**config.mk**
```make
export PLATFORM = sky130hd
export DESIGN_NAME = player_cnt_writer
export DESIGN_NICKNAME = d
export VERILOG_FILES = /design/src/rtl/player_cnt_writer_pkg.sv /design/src/rtl/player_turn_ctr.sv /design/src/rtl/player_cnt_writer.sv
export SDC_FILE = /design/constraint.sdc
export NUM_CORES = 1
export LEC_CHECK = 0
export BUFFER_PORTS_ARGS = -buffer_cell sky130_fd_sc_hd__buf_2
export CAP_MARGIN = 15
export CORE_MARGIN = 2
export CORE_UTILIZATION = 40
export CTS_CLUSTER_DIAMETER = 50
export DETAILED_ROUTE_END_ITERATION = 12
export PLACE_DENSITY = 0.63
export SYNTH_ARGS = -nofsm -noshare
export SYNTH_HDL_FRONTEND = slang
export SYNTH_SLANG_ARGS = --single-unit
export TNS_END_PERCENT = 20
```
**constraint.sdc**
```tcl
create_clock -name clk -period 2.9 [get_ports clk]
set_input_delay 0.29 -clock clk [delete_from_list [all_inputs] [get_ports clk]]
set_output_delay 0.29 -clock clk [all_outputs]
set_load 0.05 [all_outputs]
```
**src/rtl/player_cnt_writer_pkg.sv**
```systemverilog
// Shared types and constants for the player count writer.
// Holds the FSM state encoding, count width and player-count codes.
package player_cnt_writer_pkg;

  localparam int unsigned CNT_W = 5;
  localparam int unsigned NUM_P = 4;

  localparam logic [1:0] N_2P = 2'b00;
  localparam logic [1:0] N_3P = 2'b01;
  localparam logic [1:0] N_4P = 2'b10;

  typedef enum logic [2:0] {
    ST_IDLE,
    ST_WAIT_STEP,
    ST_UPDATE,
    ST_ADVANCE,
    ST_DONE
  } state_e;

  // Index of the last active player; code 11 behaves like 4 players.
  function automatic logic [1:0] last_player(input logic [1:0] n);
    case (n)
      N_2P:    return 2'd1;
      N_3P:    return 2'd2;
      N_4P:    return 2'd3;
      default: return 2'd3;
    endcase
  endfunction

endpackage

```
**src/rtl/player_turn_ctr.sv**
```systemverilog
// Turn counter: holds the current player index T and the latched player-count code.
// T wraps to 0 after the last active player for the latched code.
module player_turn_ctr
  import player_cnt_writer_pkg::*;
(
  input  logic       clk,
  input  logic       rst,
  input  logic       load_i,
  input  logic [1:0] n_i,
  input  logic       advance_i,
  output logic [1:0] t_o,
  output logic [1:0] last_o
);

  logic [1:0] t_q, t_d;
  logic [1:0] n_q, n_d;

  always_comb begin
    t_d = t_q;
    n_d = n_q;
    if (load_i) begin
      n_d = n_i;
      t_d = '0;
    end else if (advance_i) begin
      t_d = (t_q == last_player(n_q)) ? 2'd0 : t_q + 2'd1;
    end
  end

  always_ff @(posedge clk or posedge rst) begin
    if (rst) begin
      t_q <= '0;
      n_q <= N_2P;
    end else begin
      t_q <= t_d;
      n_q <= n_d;
    end
  end

  assign t_o    = t_q;
  assign last_o = last_player(n_q);

endmodule

```
**src/rtl/player_cnt_writer.sv**
```systemverilog
// Board-game position tracker: per-player counts advanced by accepted steps, saturating at TARGET.
// Optional macro CAPTURE_EN: the mover landing on another active player's count sends that player to 0.
module player_cnt_writer
  import player_cnt_writer_pkg::*;
#(
  parameter int unsigned TARGET = 24
) (
  input  logic             clk,
  input  logic             rst,
  input  logic             start,
  input  logic [1:0]       N,
  input  logic             step_valid,
  input  logic [2:0]       step,
  output logic             step_ready,
  output logic [1:0]       T,
  output logic [CNT_W-1:0] p1_cnt,
  output logic [CNT_W-1:0] p2_cnt,
  output logic [CNT_W-1:0] p3_cnt,
  output logic [CNT_W-1:0] p4_cnt,
  output logic             done,
  output logic [1:0]       winner
);

  localparam logic [CNT_W:0]   TGT6 = (CNT_W+1)'(TARGET);
  localparam logic [CNT_W-1:0] TGT5 = CNT_W'(TARGET);

  state_e           state_q, state_d;
  logic [CNT_W-1:0] cnt_q [NUM_P];
  logic [CNT_W-1:0] cnt_d [NUM_P];
  logic [2:0]       step_q, step_d;
  logic [1:0]       winner_q, winner_d;

  logic             load;
  logic             advance;
  logic [1:0]       t;
  logic [1:0]       last;
  logic [CNT_W:0]   sum6;
  logic [CNT_W-1:0] new_cnt;

  player_turn_ctr u_turn (
    .clk       (clk),
    .rst       (rst),
    .load_i    (load),
    .n_i       (N),
    .advance_i (advance),
    .t_o       (t),
    .last_o    (last)
  );

  // Sum at one extra bit so a large step cannot wrap past TARGET.
  assign sum6    = {1'b0, cnt_q[t]} + {{(CNT_W-2){1'b0}}, step_q};
  assign new_cnt = (sum6 >= TGT6) ? TGT5 : sum6[CNT_W-1:0];

  always_comb begin
    state_d  = state_q;
    cnt_d    = cnt_q;
    step_d   = step_q;
    winner_d = winner_q;
    load     = 1'b0;
    advance  = 1'b0;
    case (state_q)
      ST_IDLE, ST_DONE: begin
        if (start) begin
          load    = 1'b1;
          cnt_d   = '{default: '0};
          state_d = ST_WAIT_STEP;
        end
      end
      ST_WAIT_STEP: begin
        if (step_valid) begin
          step_d  = step;
          state_d = ST_UPDATE;
        end
      end
      ST_UPDATE: begin
        // The mover is always active; the guard keeps inactive slots provably at zero.
        if (t <= last) begin
          cnt_d[t] = new_cnt;
        end
`ifdef CAPTURE_EN
        for (int unsigned i = 0; i < NUM_P; i++) begin
          if ((2'(i) != t) && (2'(i) <= last) && (cnt_q[i] == new_cnt) &&
              (new_cnt != '0) && (new_cnt != TGT5)) begin
            cnt_d[i] = '0;
          end
        end
`endif
        if (new_cnt == TGT5) begin
          winner_d = t;
          state_d  = ST_DONE;
        end else begin
          state_d  = ST_ADVANCE;
        end
      end
      ST_ADVANCE: begin
        advance = 1'b1;
        state_d = ST_WAIT_STEP;
      end
      default: state_d = ST_IDLE;
    endcase
  end

  always_ff @(posedge clk or posedge rst) begin
    if (rst) begin
      state_q  <= ST_IDLE;
      cnt_q    <= '{default: '0};
      step_q   <= '0;
      winner_q <= '0;
    end else begin
      state_q  <= state_d;
      cnt_q    <= cnt_d;
      step_q   <= step_d;
      winner_q <= winner_d;
    end
  end

  assign step_ready = (state_q == ST_WAIT_STEP);
  assign done       = (state_q == ST_DONE);
  assign winner     = winner_q;
  assign T          = t;
  assign p1_cnt     = cnt_q[0];
  assign p2_cnt     = cnt_q[1];
  assign p3_cnt     = cnt_q[2];
  assign p4_cnt     = cnt_q[3];

endmodule

```
Yosys cells after proc, flatten, opt, wreduce, memory -nomap -nowiden
Cells that the tools add are included.

Register bits after elaboration: 32. Bits of input ports: 9.

Equality and inequality tests: 10. Bitwise logic cells: 1. Add/subtract/negate cells: 2. Reductions and logical operators: 10. Muxes and demuxes: 23. Order comparisons: 4.

Operator list (number): $mux 20 (2); $pmux 20 s2 (1); $bwmux 20 (1); $mux 5 (4); $pmux 3 s4 (1); $bmux 5 s2 (1); $demux 5 s2 (1); $mux 2 (5); $mux 3 (3); $add 5x3->6 (1); $eq 3x2->1 const B (2); $ge 6x5->1 const B (1); $ne 2x2->1 const B (3); $reduce_and 2->1 (3); $eq 5x5->1 const B (1); $pmux 2 s2 (1); $reduce_bool 2->1 (2); $eq 3x1->1 const B (1); $eq 3x3->1 const B (1); $ge 3x3->1 const B (1); $logic_not 3->1 (1); $lt 3x1->1 const B (1); $mux 1 (3); $not 2->3 (1); 8 further kinds (8).

Depth between registers and ports, before layout
Depth in word-level cells: 10. Depth in mapped cells: 10. Gate-level depth less buffers: 9.

By module
A second synthesis with hierarchy kept.

Cell total of the unflattened synthesis: 147. Area, all modules: 1701.6 um^2.

Modules (own cells, without submodules): player_cnt_writer (area each 1508.9 um^2, cells an instance 130, times used 1); player_turn_ctr (area each 192.7 um^2, cells an instance 17, times used 1).

Worst setup path after synthesis
OpenSTA, ideal clock, no wires.

Path kind: flip-flop to flip-flop. Start: register u_turn.t_q[0], in the netlist u_turn.t_o[0]. End: register winner_q[0], in the netlist winner[0]. Setup slack: -0.071 ns. Cell stages (with the launch flop): 9. Data arrival time: 2.846 ns. Clock period less this slack: 2.971 ns. Setup time: 0.125 ns. Data required time: 2.775 ns. Path through: dfrtp_1 buf_2 mux4_2 ha_1 a21o_1 a21oi_1 nand3b_4 a21oi_2 mux2_4.

Word-level cells in the longest chain between the ends: 9.

RTL lines: start, declared (RTL line player_turn_ctr.sv:15) `logic [1:0] t_q, t_d;`; start signal, assigned (RTL line player_turn_ctr.sv:34) `t_q <= t_d;`; $not 2->3 (implied by the code) (RTL line player_cnt_writer.sv:51) `assign sum6 = {1'b0, cnt_q[t]} + {{(CNT_W-2){1'b0}}, step_q};`; $bmux 5 s2 (RTL line player_cnt_writer.sv:51); $mux 5 (implied by the code) (2 in a row) (RTL line player_cnt_writer.sv:51); $add 5x3->6 (RTL line player_cnt_writer.sv:51); $ge 6x5->1 (RTL line player_cnt_writer.sv:52) `assign new_cnt = (sum6 >= TGT6) ? TGT5 : sum6[CNT_W-1:0];`; $mux 5 (RTL line player_cnt_writer.sv:52); $eq 5x5->1 (RTL line player_cnt_writer.sv:88) `if (new_cnt == TGT5) begin`; $reduce_and 2->1 (no line); end signal, assigned (RTL line player_cnt_writer.sv:113) `winner_q <= winner_d;`; end, declared (RTL line player_cnt_writer.sv:31) `logic [1:0] winner_q, winner_d;`.

Several ways; a longest one is shown, not always the timed one. The select of a mux whose other input is x is not followed. A chain may end at the register's enable or synchronous reset.

Worst setup path in the final report
Start: register u_turn.t_q[0], in the netlist u_turn.t_o[0]. End: register winner_q[1], in the netlist winner[1].

Word-level cells in the longest chain between the ends: 9.

RTL lines (RTL line): $not 2->3 (implied by the code) (*) (player_cnt_writer.sv:51); $bmux 5 s2 (*) (player_cnt_writer.sv:51); $mux 5 (implied by the code) (*) (2 in a row) (player_cnt_writer.sv:51); $add 5x3->6 (*) (player_cnt_writer.sv:51); $ge 6x5->1 (player_cnt_writer.sv:52); $mux 5 (*) (player_cnt_writer.sv:52); $eq 5x5->1 (*) (player_cnt_writer.sv:88); $reduce_and 2->1 (no line) (*).

Mark *: on every way between the ends. The rest lies on a longest branch, timed or not. The select of a mux whose other input is x is not followed.

==> flow_summary.toml <==
[clock_network]
cts_sinks = 32
cts_resized = 0
cts_buffers = 5
h-tree-depth = 2
insertion_delay_ps = 280
post_cts_buffers = 0
cts.clk_slew.worst_paths_ps = 60
cts_buffer_depth = 2
clockRootBuffer = "clkbuf_8"
cts_tree = "built"
ctsHoldBuffers = 0

[critical_path]
worst-setup-path-type = "reg -> reg"
critPathRequiredTime_ps = 3070
slowest_delay_ps = 460
end_kind = "flip-flop"
crit_slowest_cell = "dfrtp_2"
arrival_ps = 2840
path_delay_family = "multiplexers"
crit_buf_inv = 1
crit_path_start_kind = "flip-flop"
worst-path-max-fanout = 6
reg2reg_from = "u_turn.t_o[0]"
crit_chain = "mux4_2, ha_1, inv_1, fa_1, nand2b_1, a21boi_2, nand3b_4, a21oi_2, mux2_4"
cp-startpoint = "u_turn.t_o[0]"

[floorplanning]
rows = 24
die_h_um = 70.25
core-area_mm2 = 0.004294
io_pins = 35
die_x_um = 70.25
dieArea_mm2 = 0.004934
initial_utilization_pct = 40.88

[drt]
vias = 1307
wl_per_cell_um = 16.25
via_per_inst = 5.249
drt-met1-wl_um = 1750
drc = 0
routed-wl-met3_um = 197
met2_wirelength_um = 2037
routed_wl_um = 4046
ant_nets = 0
top_layer_used = "met4"
drtIter0Drc = 75
firstDrtPassIters = 4

[timing]
hold_slack_ps = 91.56
clock-skew-final_ps = 2.960
clock.fmax_mhz = 374.4
tns_ps = 0
rsz0062_at_grt = "false"
finalSetupViolCount = 0
period_share_pct = 92.10
finalHoldViolations = 0
max_slew_margin_pct = 46.06
drv_slew = 0
tightest_slew_ps = 807.1
post-route-min-period_ps = 2671

[grt]
grt_pass1_wl_um = 6734
first_global_vias = 1365
antenna_found_initial = 0
track_usage_pct = 18.10
overflow = 0
grt_max_degree = 33

[finish]
final_area_mm2 = 0.002068
utilization_pct = 48.16
layout-drive-gt1-share_pct = 29.95
fillers = 416
syn_to_final_growth_pct = 17.82
n_antenna_cell = 0
regArea_um2 = 802.0
layout.cells.non_filler = 249
final_nets = 216
multiInputGateArea_um2 = 897.1

[synthesis]
netlist_instances = 157
syn_avg_cell_area_um2 = 11.18
syn-cell-area_mm2 = 0.001755
ys_types = 30
yosys-top-cells-area = "dfrtp_1, mux2i_1, ha_1, mux4_2, nand2_1"
ys_warn_count = 0
netlist.area_leader.share_pct = 45.62
synthesis.nets = 176
ys_ff_latch = 32
synth-seq-area-share_pct = 45.62
synth_top_area_cell = "dfrtp_1"

[power_and_ir_drop]
leakagePower_nw = 1.167
intPower_mw = 1.192
p_per_area_mw_per_mm2 = 1139
pwr-share-clk_pct = 13.6
p_seq_share_pct = 31.3
sw_frac_of_total_pct = 49.42
p_comb_share_pct = 55.1
switchingPower_mw = 1.164
vdd_drop_max_v = 0.0004880

[placement]
hpwl_um = 3095
placedInstanceArea_mm2 = 0.001991
placedCellCount = 242
io_buffers = 34
place_congestion = 0.9221

[worst_hold_path]
timing.hold.worst.class = "in -> async"

[job]
drv_cap = 0

[outcome]
status = "finished, final reports clean"
[placed cells by master, fill, tap and decap left out, types with 6 or more instances in the layout]
| master | instances |
|---|---|
| mux2i_1 | 20 |
| buf_2 | 34 |
| dfrtp_1 | 31 |
| nand2_1 | 30 |
| ha_1 | 9 |
| inv_1 | 9 |
| a21oi_1 | 6 |
[power by group through the flow]
stage	sequential, mW	combinational, mW	clock (mW)
global route	0.760	1.43	0.346
global placement	0.736	1.25	0
finish	0.738	1.30	0.320
CTS	0.738	1.31	0.324
detailed placement	0.746	1.30	0
floorplan	1.04	0.691	0
[registers in the layout, summed over array words and instances, names as in the netlist]
name	flops
p4_cnt	5
winner	2
p3_cnt	5
u_turn.n_q	2
p2_cnt	5
state_q	3
u_turn.t_o	2
p1_cnt	5
step_q	3
[final cells by class]
type	instances	share of cell area [%]
multi-input cells	112	43.38
well taps	52	3.146
clock buffers	6	3.509
flip-flops and latches	32	38.78
repair buffers	37	9.316
inverters	9	1.633
clock inverters	1	0.2420
[cells by family (layout without fill, tap and decap cells)]
kind of cell / Yosys count / count (layout) / synth area share [%]
mux: 31 / 31 / 22.10
flops: 32 / 32 / 45.62
simple gates: 52 / 52 / 14.33
buf+inv: 13 / 53 / 3.278
compound gates: 19 / 19 / 7.128
fa+ha+maj: 10 / 10 / 7.555
[tightest hold or removal path: cells and delay by family]
kind                   cells  cell delay (ps)
buffers and inverters      3              510
[synth_stat cells, drive strengths merged]
cell / n
nand3: 5
o21ai: 4
mux2i: 20
o21a: 1
a21boi: 1
nand3b: 3
inv: 9
nor2b: 1
a21oi: 7
nor3b: 1
and2: 2
mux2: 6
nor2: 4
fa: 1
nand2b: 5
nand2: 31
dfrtp: 32
o21bai: 1
ha: 9
a221o: 1
buf: 2
clkbuf: 2
a21o: 4
mux4: 5
[final timing paths]
kind / to / slack (ps) / cells after the start
max: winner[1] / 230 / 9
min: u_turn.n_q[1] / 90 / 3
max reg2reg: winner[1] / 230 / 9
min reg2reg: winner[1] / 520 / 1
max in group asynchronous: u_turn.t_o[0] / 2490 / 3
min in group clk: step_q[1] / 220 / 3
[metrics by stage]
step / power (mW) / setup WS (ps)
after floorplan: 1.727 / 87.29
after global placement: 1.988 / 334.1
after detailed placement: 2.043 / 233.3
after CTS: 2.371 / 225.6
after global routing: 2.532 / 149.1
final: 2.356 / 229.0
[routing by layer]
layer,track usage (%),up-vias
met5,0,-
li1,-,620
met1,23.00,646
met4,5.128,0
met3,5.195,8
met2,30.08,33
No activity file was read; power rests on OpenSTA's default activity.
